## src/rtl/bus_arbiter_pkg.sv

```systemverilog
// -----------------------------------------------------------------------------
// bus_arb_defs : shared definitions for the two-master system bus arbiter.
//   - arb_state_t : arbiter FSM state encodings (IDLE/BUSY/RESP)
//   - OWN_*       : encodings of the 'owner' output
//   - DEF_TIMEOUT : default watchdog limit (used only with ARB_TIMEOUT_EN)
//   - owner_code  : maps a master index (0/1) to its owner encoding
// -----------------------------------------------------------------------------
package bus_arb_defs;

    typedef enum logic [1:0] {
        IDLE = 2'd0,
        BUSY = 2'd1,
        RESP = 2'd2
    } arb_state_t;

    localparam logic [1:0] OWN_NONE = 2'b00;
    localparam logic [1:0] OWN_M0   = 2'b01;
    localparam logic [1:0] OWN_M1   = 2'b10;

    localparam int DEF_TIMEOUT = 255;

    function automatic logic [1:0] owner_code(input logic id);
        return id ? OWN_M1 : OWN_M0;
    endfunction

endpackage

```

## src/rtl/bus_arbiter_rr.sv

```systemverilog
// -----------------------------------------------------------------------------
// bus_arb_rr : combinational round-robin pick between two bus masters.
// Ports:
//   m0_req, m1_req : request lines of master 0 / master 1
//   last           : index of the master granted most recently
//   grant_valid    : at least one master is requesting
//   grant_id       : index of the winning master (meaningful with grant_valid)
// -----------------------------------------------------------------------------
module bus_arb_rr (
    input  logic m0_req,
    input  logic m1_req,
    input  logic last,
    output logic grant_valid,
    output logic grant_id
);

    assign grant_valid = m0_req | m1_req;
    // On a tie the master that did not win last time goes next.
    assign grant_id    = (m0_req & m1_req) ? ~last : m1_req;

endmodule

```

## src/rtl/bus_arbiter.sv

```systemverilog
// -----------------------------------------------------------------------------
// bus_arbiter : two-master arbiter for the single memory-mapped system bus.
// Master 0 is the CPU data port, master 1 the bootloader / DMA master. The
// winning request is registered onto the slave side, held until the slave
// acks, and the response is returned to the owning master for one cycle.
//
// Optional feature macro: ARB_TIMEOUT_EN
//   defined   : watchdog ends a transaction after TIMEOUT BUSY cycles without
//               s_ack; the owner sees ack=1, err=1, rdata=0.
//   undefined : BUSY waits for s_ack indefinitely, m*_err tied 0.
//
// Ports:
//   clk, rst                  clock, asynchronous active-low reset
//   m{0,1}_req/we/addr/wdata  master requests (req held until ack)
//   m{0,1}_ack/err/rdata      master responses (one-cycle pulse)
//   s_stb/we/addr/wdata       registered slave-side request
//   s_rdata, s_ack            slave response
//   owner                     00 idle, 01 m0, 10 m1
// -----------------------------------------------------------------------------
module bus_arbiter
    import bus_arb_defs::*;
#(
    parameter int TIMEOUT = DEF_TIMEOUT
) (
    input  logic        clk,
    input  logic        rst,
    input  logic        m0_req,
    input  logic        m0_we,
    input  logic [31:0] m0_addr,
    input  logic [31:0] m0_wdata,
    output logic        m0_ack,
    output logic        m0_err,
    output logic [31:0] m0_rdata,
    input  logic        m1_req,
    input  logic        m1_we,
    input  logic [31:0] m1_addr,
    input  logic [31:0] m1_wdata,
    output logic        m1_ack,
    output logic        m1_err,
    output logic [31:0] m1_rdata,
    output logic        s_stb,
    output logic        s_we,
    output logic [31:0] s_addr,
    output logic [31:0] s_wdata,
    input  logic [31:0] s_rdata,
    input  logic        s_ack,
    output logic [1:0]  owner
);

    arb_state_t  r_state, w_state_nx;
    logic [1:0]  r_owner, w_owner_nx;
    logic        r_last,  w_last_nx;
    logic        r_stb,   w_stb_nx;
    logic        r_we,    w_we_nx;
    logic [31:0] r_addr,  w_addr_nx;
    logic [31:0] r_wdata, w_wdata_nx;
    logic [31:0] r_rdata, w_rdata_nx;
    logic        r_err,   w_err_nx;
    logic        w_grant_valid;
    logic        w_grant_id;
    logic        w_m0_sel;
    logic        w_m1_sel;

`ifdef ARB_TIMEOUT_EN
    // Count value at which the current BUSY cycle is the TIMEOUT-th one.
    localparam logic [7:0] TO_LAST = 8'(TIMEOUT - 1);
    logic [7:0]  r_cnt, w_cnt_nx;
`else
    logic [7:0]  w_unused_timeout;
    assign w_unused_timeout = 8'(TIMEOUT);
`endif

    bus_arb_rr u_rr (
        .m0_req      (m0_req),
        .m1_req      (m1_req),
        .last        (r_last),
        .grant_valid (w_grant_valid),
        .grant_id    (w_grant_id)
    );

    always_comb begin
        w_state_nx = r_state;
        w_owner_nx = r_owner;
        w_last_nx  = r_last;
        w_stb_nx   = r_stb;
        w_we_nx    = r_we;
        w_addr_nx  = r_addr;
        w_wdata_nx = r_wdata;
        w_rdata_nx = r_rdata;
        w_err_nx   = r_err;
`ifdef ARB_TIMEOUT_EN
        w_cnt_nx   = r_cnt;
`endif
        case (r_state)
            IDLE: begin
                if (w_grant_valid) begin
                    w_we_nx    = w_grant_id ? m1_we    : m0_we;
                    w_addr_nx  = w_grant_id ? m1_addr  : m0_addr;
                    w_wdata_nx = w_grant_id ? m1_wdata : m0_wdata;
                    w_stb_nx   = 1'b1;
                    w_owner_nx = owner_code(w_grant_id);
                    w_last_nx  = w_grant_id;
                    w_err_nx   = 1'b0;
                    w_state_nx = BUSY;
`ifdef ARB_TIMEOUT_EN
                    w_cnt_nx   = 8'd0;
`endif
                end
            end
            BUSY: begin
                // s_stb is always high here, so s_ack is only honoured while strobed.
                if (s_ack) begin
                    w_rdata_nx = s_rdata;
                    w_stb_nx   = 1'b0;
                    w_err_nx   = 1'b0;
                    w_state_nx = RESP;
                end
`ifdef ARB_TIMEOUT_EN
                // A late s_ack on the expiry edge still wins (checked above).
                else if (r_cnt == TO_LAST) begin
                    w_rdata_nx = 32'd0;
                    w_stb_nx   = 1'b0;
                    w_err_nx   = 1'b1;
                    w_state_nx = RESP;
                end else begin
                    w_cnt_nx   = r_cnt + 8'd1;
                end
`endif
            end
            RESP: begin
                w_rdata_nx = 32'd0;
                w_err_nx   = 1'b0;
                w_owner_nx = OWN_NONE;
                w_state_nx = IDLE;
            end
            default: begin
                w_stb_nx   = 1'b0;
                w_owner_nx = OWN_NONE;
                w_state_nx = IDLE;
            end
        endcase
    end

    always_ff @(posedge clk or negedge rst) begin
        if (!rst) begin
            r_state <= IDLE;
            r_owner <= OWN_NONE;
            r_last  <= 1'b1;
            r_stb   <= 1'b0;
            r_we    <= 1'b0;
            r_addr  <= 32'd0;
            r_wdata <= 32'd0;
            r_rdata <= 32'd0;
            r_err   <= 1'b0;
`ifdef ARB_TIMEOUT_EN
            r_cnt   <= 8'd0;
`endif
        end else begin
            r_state <= w_state_nx;
            r_owner <= w_owner_nx;
            r_last  <= w_last_nx;
            r_stb   <= w_stb_nx;
            r_we    <= w_we_nx;
            r_addr  <= w_addr_nx;
            r_wdata <= w_wdata_nx;
            r_rdata <= w_rdata_nx;
            r_err   <= w_err_nx;
`ifdef ARB_TIMEOUT_EN
            r_cnt   <= w_cnt_nx;
`endif
        end
    end

    // Responses are steered only to the owner during RESP; the other master sees 0.
    assign w_m0_sel = (r_state == RESP) && (r_owner == OWN_M0);
    assign w_m1_sel = (r_state == RESP) && (r_owner == OWN_M1);

    assign m0_ack   = w_m0_sel;
    assign m1_ack   = w_m1_sel;
    assign m0_rdata = w_m0_sel ? r_rdata : 32'd0;
    assign m1_rdata = w_m1_sel ? r_rdata : 32'd0;
`ifdef ARB_TIMEOUT_EN
    assign m0_err   = w_m0_sel & r_err;
    assign m1_err   = w_m1_sel & r_err;
`else
    assign m0_err   = 1'b0;
    assign m1_err   = 1'b0;
`endif

    assign s_stb    = r_stb;
    assign s_we     = r_we;
    assign s_addr   = r_addr;
    assign s_wdata  = r_wdata;
    assign owner    = r_owner;

endmodule

```

## config.mk

```make
export PLATFORM = sky130hd
export DESIGN_NAME = bus_arbiter
export DESIGN_NICKNAME = d
export VERILOG_FILES = /design/src/rtl/bus_arbiter_pkg.sv /design/src/rtl/bus_arbiter_rr.sv /design/src/rtl/bus_arbiter.sv
export SDC_FILE = /design/constraint.sdc
export NUM_CORES = 1
export LEC_CHECK = 0
export CAP_MARGIN = 30
export CORE_UTILIZATION = 34
export CTS_CLUSTER_SIZE = 40
export DETAILED_ROUTE_END_ITERATION = 7
export PLACE_DENSITY = 0.76
export SLEW_MARGIN = 20
export SYNTH_ARGS = -nofsm -noshare
export SYNTH_HDL_FRONTEND = slang
export SYNTH_SLANG_ARGS = --single-unit
```

## constraint.sdc

```tcl
create_clock -name clk -period 1.4 [get_ports clk]
set_clock_uncertainty 0.1 [all_clocks]
set_input_delay 0.14 -clock clk [delete_from_list [all_inputs] [get_ports clk]]
set_output_delay 0.14 -clock clk [all_outputs]
set_load 0.02 [all_outputs]
```

==> results of run 1 <==
==> where the power goes <==
group / switching [mW] / total [mW] / internal, mW
Sequential: 1.10 / 5.57 / 4.47
Combinational: 4.29 / 9.55 / 5.26
Clock: 1.13 / 2.56 / 1.43
Total: 6.52 / 17.7 / 11.2
==> timing repair <==
item	in CTS	in global routing
hold buffers	1	0
endpoints found under the hold margin	102	0
cloned	4	14
pin swaps	43	7
setup buffers	11	15
resized for setup	429	86
endpoints found under the setup margin	232	234
==> synth_stat cells, types with 2 or more instances <==
| library cell | count | share of area |
|---|---|---|
| and4bb_2 | 2 | 0.0052 |
| a21oi_1 | 2 | 0.0021 |
| and2_1 | 64 | 0.083 |
| clkbuf_1 | 16 | 0.012 |
| inv_1 | 2 | 0.0016 |
| buf_2 | 6 | 0.0062 |
| and3_1 | 65 | 0.084 |
| a221o_1 | 65 | 0.14 |
| a22o_1 | 33 | 0.060 |
| dfrtp_1 | 102 | 0.53 |
| nand2b_1 | 2 | 0.0026 |
| nor2_1 | 3 | 0.0023 |
| buf_6 | 17 | 0.040 |
| buf_4 | 5 | 0.0078 |
==> flip-flops by register name, summed over array words and instances, names as in the netlist <==
| name | cells |
|---|---|
| s_we | 1 |
| r_rdata | 32 |
| s_stb | 1 |
| owner | 2 |
| r_last | 1 |
| s_addr | 32 |
| r_state | 2 |
| s_wdata | 32 |
==> cells in the final DEF (no fill, tap or decap), drive strengths merged, types with 2 or more instances in the layout <==
cell type      instances
clkinv                 2
o21ai                  2
clkbuf                22
clkinvlp               3
and2                  64
a221o                 65
dlymetal6s2s          25
conb                   2
a21oi                  4
and3                  66
a22o                  33
dfrtp                102
buf                  123
nand2b                 2
inv                    2
nor2                   4
and4bb                 2
clkdlybuf4s50        206
==> area by class of cell <==
type,count,area [µm²]
clock inverters,5,57.6
clock buffers,11,243
repair buffers,366,4090
multi-input cells,250,2170
fillers,966,4450
well taps,180,225
inverters,3,11.3
flip-flops and latches,103,2580
==> worst max-delay path: cells and delay by family (launching register included) <==
kind / cells / cell delay, ps
flops: 1 / 430
simple gates: 2 / 480
buf+inv: 3 / 380
==> stage by stage <==
| stage | power [mW] | std cells | utilization | area (µm²) |
|---|---|---|---|---|
| after floorplan | 9.84 | 399 | - | 4960 |
| after global placement | 13.2 | 863 | 0.590 | 8160 |
| after detailed placement | 13.4 | 863 | 0.590 | 8160 |
| after CTS | 16.6 | 894 | 0.637 | 8810 |
| after global routing | 18.5 | 918 | 0.678 | 9370 |
| final | 17.7 | 918 | 0.678 | 9370 |
==> how the worst max path moves through the flow <==
| stage | end | slack (ps) | cells after the start |
|---|---|---|---|
| floorplan | s_addr[0]$_DFFE_PN0P_ | -80 | 6 |
| global placement | m0_rdata[22] | -500 | 4 |
| detailed placement | m0_rdata[21] | -530 | 4 |
| CTS | m0_rdata[22] | -460 | 5 |
| global route | m1_rdata[1] | -530 | 5 |
| finish | m1_rdata[1] | -480 | 5 |
==> logic make-up after synthesis <==
kind of cell	count (synthesis)
simple gates	139
compound gates	108
flops	103
buf+inv	47
other cells	1
==> metal layers <==
layer / global-route usage / share of wire
met5: 0 / 0
met4: 0.0548 / 0.023
met3: 0.0573 / 0.073
met2: 0.414 / 0.52
met1: 0.272 / 0.39
==> flow_summary.json, run 1 <==
{
  "power_leakage_nw": 4.56,
  "fp-row-count": 43,
  "synth_area_per_cell_um2": 12.1,
  "dieWidth_um": 121,
  "post-route-drc-count": 0,
  "crit_chain": "and4bb_2 -> buf_6 -> clkbuf_16 -> and2_4 -> buf_6",
  "grt_max_degree": 63,
  "clock_path_buffers": 2,
  "ff2ff_path_depth": 7,
  "ioPinCount": 303,
  "clock-root-buffer": "clkbuf_16",
  "worstReg2RegEnd": "s_wdata[30]$_DFFE_PN0P_",
  "worstSetupStartpointType": "register",
  "h-tree-depth": 3,
  "syn_area_um2": 4820,
  "yosys.area_share.simple": 0.183,
  "synth_top_family_by_area": "compound AO/OA/AOI/OAI gates",
  "grt_pass1_vias": 4817,
  "tns_ps": -66030,
  "hold_viol": 0,
  "powerDensity_nw_per_um2": 1890,
  "synth_edf_count": 0,
  "period_minus_slack_ps": 1880,
  "async_flop_share": 1.00,
  "grt_pass1_wl_um": 26100,
  "synth.mux.area_fraction": 0,
  "overflow": 0,
  "fin_crit_sh": 1.35,
  "worstReg2RegStart": "r_state[1]$_DFFE_PN0P_",
  "worstSetupEndpointType": "primary output",
  "synthXorXnorAreaFrac": 0,
  "io_buffers": 300,
  "critical_path_class": "register to primary output",
  "yosys_warnings": 0,
  "clock-sinks": 103,
  "rsz0062_at_grt": "yes",
  "dp_slack_ps": -531,
  "ys_seq_area_frac": 0.535,
  "place_hpwl_um": 12000,
  "wl_per_cell_um": 21.3,
  "synthFlopType": "dfrtp_1",
  "syn_inst": 398,
  "gp_congestion": 0.749,
  "crit_start": "r_state[0]$_DFFE_PN0P_",
  "drt_iter0_drc": 271,
  "track_usage": 0.230,
  "insertion_delay_ps": 340,
  "drive_gt1_frac": 0.322,
  "antenna_found_initial": 0,
  "routed_wl_um": 19500,
  "maxSlewViolCount": 0,
  "area_growth_pct": 94.5,
  "fp.dieH_um": 121,
  "critPathArrivalTime_ps": 1640,
  "dieArea_um2": 14700,
  "synth_compound_area_frac": 0.212,
  "worst_pin_slew_ps": 566,
  "nNetsFinal": 900,
  "synthAdderAreaFrac": 0,
  "status": "complete, but fails checks",
  "drt-vias-per-instance": 5.37,
  "fmax_mhz": 531,
  "cap_violations": 0,
  "synth_cell_types": 28,
  "core_area_um2": 13800,
  "cp.required_ps": 1160,
  "antenna_cells": 0,
  "ys_seq_elements": 103,
  "whs_ps": 139,
  "drtAntennaViolNets": 0,
  "num_vias": 4927,
  "slowest_stage": "dfrtp_2",
  "cts_buffers": 9,
  "finalWorstSetupSlack_ps": -484,
  "path_clk_slew_ps": 70,
  "cts_tree": "built",
  "violations": "setup timing",
  "start_util": 0.348,
  "slowest_delay_ps": 430,
  "relSlewSlack": 0.623,
  "hold_path_class": "input pin to asynchronous set/reset pin",
  "vdd_drop_max_v": 0.000811,
  "regToRegSetupSlack_ps": -360,
  "crit_path_max_fanout": 8,
  "final-setup-viol-count": 209,
  "drt_pass1_iterations": 5,
  "crit_path_frequent_cell": "buf_6"
}
Note: power is estimated with default switching activity, not from simulation.
==> run 2, diff against run 1 <==
--- a/config.mk
+++ b/config.mk
@@ -6,6 +6,7 @@
 export NUM_CORES = 1
 export LEC_CHECK = 0
 export CAP_MARGIN = 30
+export CORE_MARGIN = 3
 export CORE_UTILIZATION = 34
 export CTS_CLUSTER_SIZE = 40
 export DETAILED_ROUTE_END_ITERATION = 7
==> run 2 against run 1 <==
  * The flow still finishes with violations (setup timing)
  * Final area rose by 2.1%
  * Final cell count rose by 0.76%
  * Worst hold slack improved by 47 ps
  * Critical path type unchanged
==> flow_summary.json, run 2 (same netlist as run 1, synthesis figures left out) <==
{
  "violations": "setup timing",
  "drt-vias-per-instance": 5.47,
  "clock-sinks": 103,
  "antenna_found_initial": 1,
  "fillers": 902,
  "fp.dieH_um": 125,
  "drive_gt1_frac": 0.332,
  "cts_buffers": 9,
  "insertion_delay_ps": 340,
  "core_area_um2": 13600,
  "final_cell_mix": "164 x clkdlybuf4s50_1, 99 x dfrtp_1, 80 x buf_6, 66 x dlygate4sd2_1, 65 x a221o_1",
  "clock-root-buffer": "clkbuf_16",
  "path_clk_slew_ps": 70,
  "multi_input_area_um2": 2150,
  "gp_congestion": 0.869,
  "wl_per_cell_um": 22.8,
  "drtAntennaViolNets": 0,
  "switchingPower_mw": 6.92,
  "fin_crit_sh": 1.36,
  "grt_pass1_wl_um": 31400,
  "power_leakage_nw": 4.59,
  "drt_iter0_drc": 282,
  "clock_path_buffers": 2,
  "switching_share": 0.371,
  "finalWorstSetupSlack_ps": -505,
  "overflow": 0,
  "period_minus_slack_ps": 1900,
  "post-route-drc-count": 0,
  "area_growth_pct": 98.7,
  "grt_pass1_vias": 5425,
  "crit_path_max_fanout": 9,
  "cap_violations": 0,
  "seq_power_share": 0.297,
  "place_hpwl_um": 12100,
  "worstReg2RegStart": "r_state[0]$_DFFE_PN0P_",
  "slowest_delay_ps": 430,
  "routed_wl_um": 21100,
  "dieArea_um2": 15600,
  "seqCellArea_um2": 2580,
  "dieWidth_um": 125,
  "fin_util": 0.706,
  "cp.required_ps": 1160,
  "ioPinCount": 303,
  "critical_path_class": "register to primary output",
  "start_util": 0.355,
  "cts_tree": "built",
  "relSlewSlack": 0.663,
  "grt_max_degree": 57,
  "hold_path_class": "input pin to asynchronous set/reset pin",
  "fmax_mhz": 525,
  "postPlaceCellArea_um2": 8160,
  "fp-row-count": 42,
  "status": "complete, but fails checks",
  "p_total_mw": 18.6,
  "powerDensity_nw_per_um2": 1950,
  "cellInternalPower_mw": 11.7,
  "clockPowerShare": 0.140,
  "vdd_drop_max_v": 0.000912,
  "worstSetupStartpointType": "register",
  "crit_chain": "and4bb_4 -> buf_12 -> buf_8 -> and2_2 -> buf_6",
  "drt_pass1_iterations": 5,
  "slowest_stage": "dfrtp_2",
  "nNetsFinal": 910,
  "hold_viol": 0,
  "final-setup-viol-count": 166,
  "worst_pin_slew_ps": 505,
  "crit_start": "r_state[0]$_DFFE_PN0P_",
  "h-tree-depth": 3,
  "io_buffers": 300,
  "final_common_cell": "clkdlybuf4s50_1",
  "worstSetupEndpointType": "primary output",
  "finalInstanceArea_um2": 9570,
  "p_comb_frac": 0.563,
  "rsz0062_at_grt": "yes",
  "critPathArrivalTime_ps": 1660,
  "track_usage": 0.253,
  "num_vias": 5057,
  "maxSlewViolCount": 0
}
## run 2: cell types whose count changed in the layout (fill, tap and decap cells not counted), sizes merged
cell           change
dlygate4sd2       +66
clkdlybuf4s50     -42
dlymetal6s2s      -25
buf               +15
clkinv             -2
clkbuf             -1
clkinvlp           -1
diode              +1
## run 2: metal layers
layer	vias to the layer above	global-route usage	part of all wire
met5	-	0	0
met4	0	0.0867	0.031
met3	51	0.0691	0.083
met2	295	0.443	0.50
met1	2498	0.301	0.39
li1	2213	-	-
## run 2: worst paths after layout
kind                       slack [ps]                       to  depth (start not counted)
setup / recovery                 -500              m1_rdata[3]                          5
hold / removal                    190  s_wdata[24]$_DFFE_PN0P_                          2
setup reg to reg                 -470  s_wdata[26]$_DFFE_PN0P_                          7
hold reg to reg                   410       r_last$_DFFE_PN1P_                          2
max in group asynchronous         470  s_wdata[14]$_DFFE_PN0P_                          3
min in group clk                  250     owner[0]$_DFFE_PN0P_                          5
## run 2: stage by stage
step,setup TNS [ps],std cells,worst slack [ps],hold slack [ps]
finish,-67450,925,-505,186
global route,-73760,925,-531,190
CTS,-62550,922,-462,157
detailed placement,-72670,857,-530,-26.9
global placement,-68830,857,-506,-28.9
floorplan,-4540,399,-84.3,-256
## run 2: power groups by stage
stage	Clock [mW]	Combinational [mW]	Sequential (mW)
2_1_floorplan	0	3.41	6.44
5_1_grt	2.80	11.0	5.69
6_report	2.62	10.5	5.53
3_3_place_gp	0	7.82	5.43
3_5_place_dp	0	7.94	5.47
4_1_cts	2.66	10.3	5.43
## run 2: cell type report
| cell class | count | share of cell area |
|---|---|---|
| sequential | 103 | 0.270 |
| antenna | 1 | 0.000261 |
| multi-input combinational | 250 | 0.225 |
| tap | 176 | 0.0230 |
| inverter | 3 | 0.00157 |
| timing repair buffer | 376 | 0.448 |
| clock buffer | 14 | 0.0286 |
| clock inverter | 2 | 0.00392 |
## run 2: worst max-delay path, delay by kind of cell, from the launching register on
kind                   cells  cell delay (ps)
and+or+nand+nor            2              530
DFF                        1              430
buffers and inverters      3              350
## run 2: timing repair
action / 4_1_cts / 5_1_grt
pin swaps: 37 / 46
hold buffers: 1 / 0
gates resized for setup: 536 / 43
endpoints found under the hold margin: 103 / 0
setup endpoints to repair: 232 / 170
buffers inserted: 27 / 8
cloned: 22 / 6
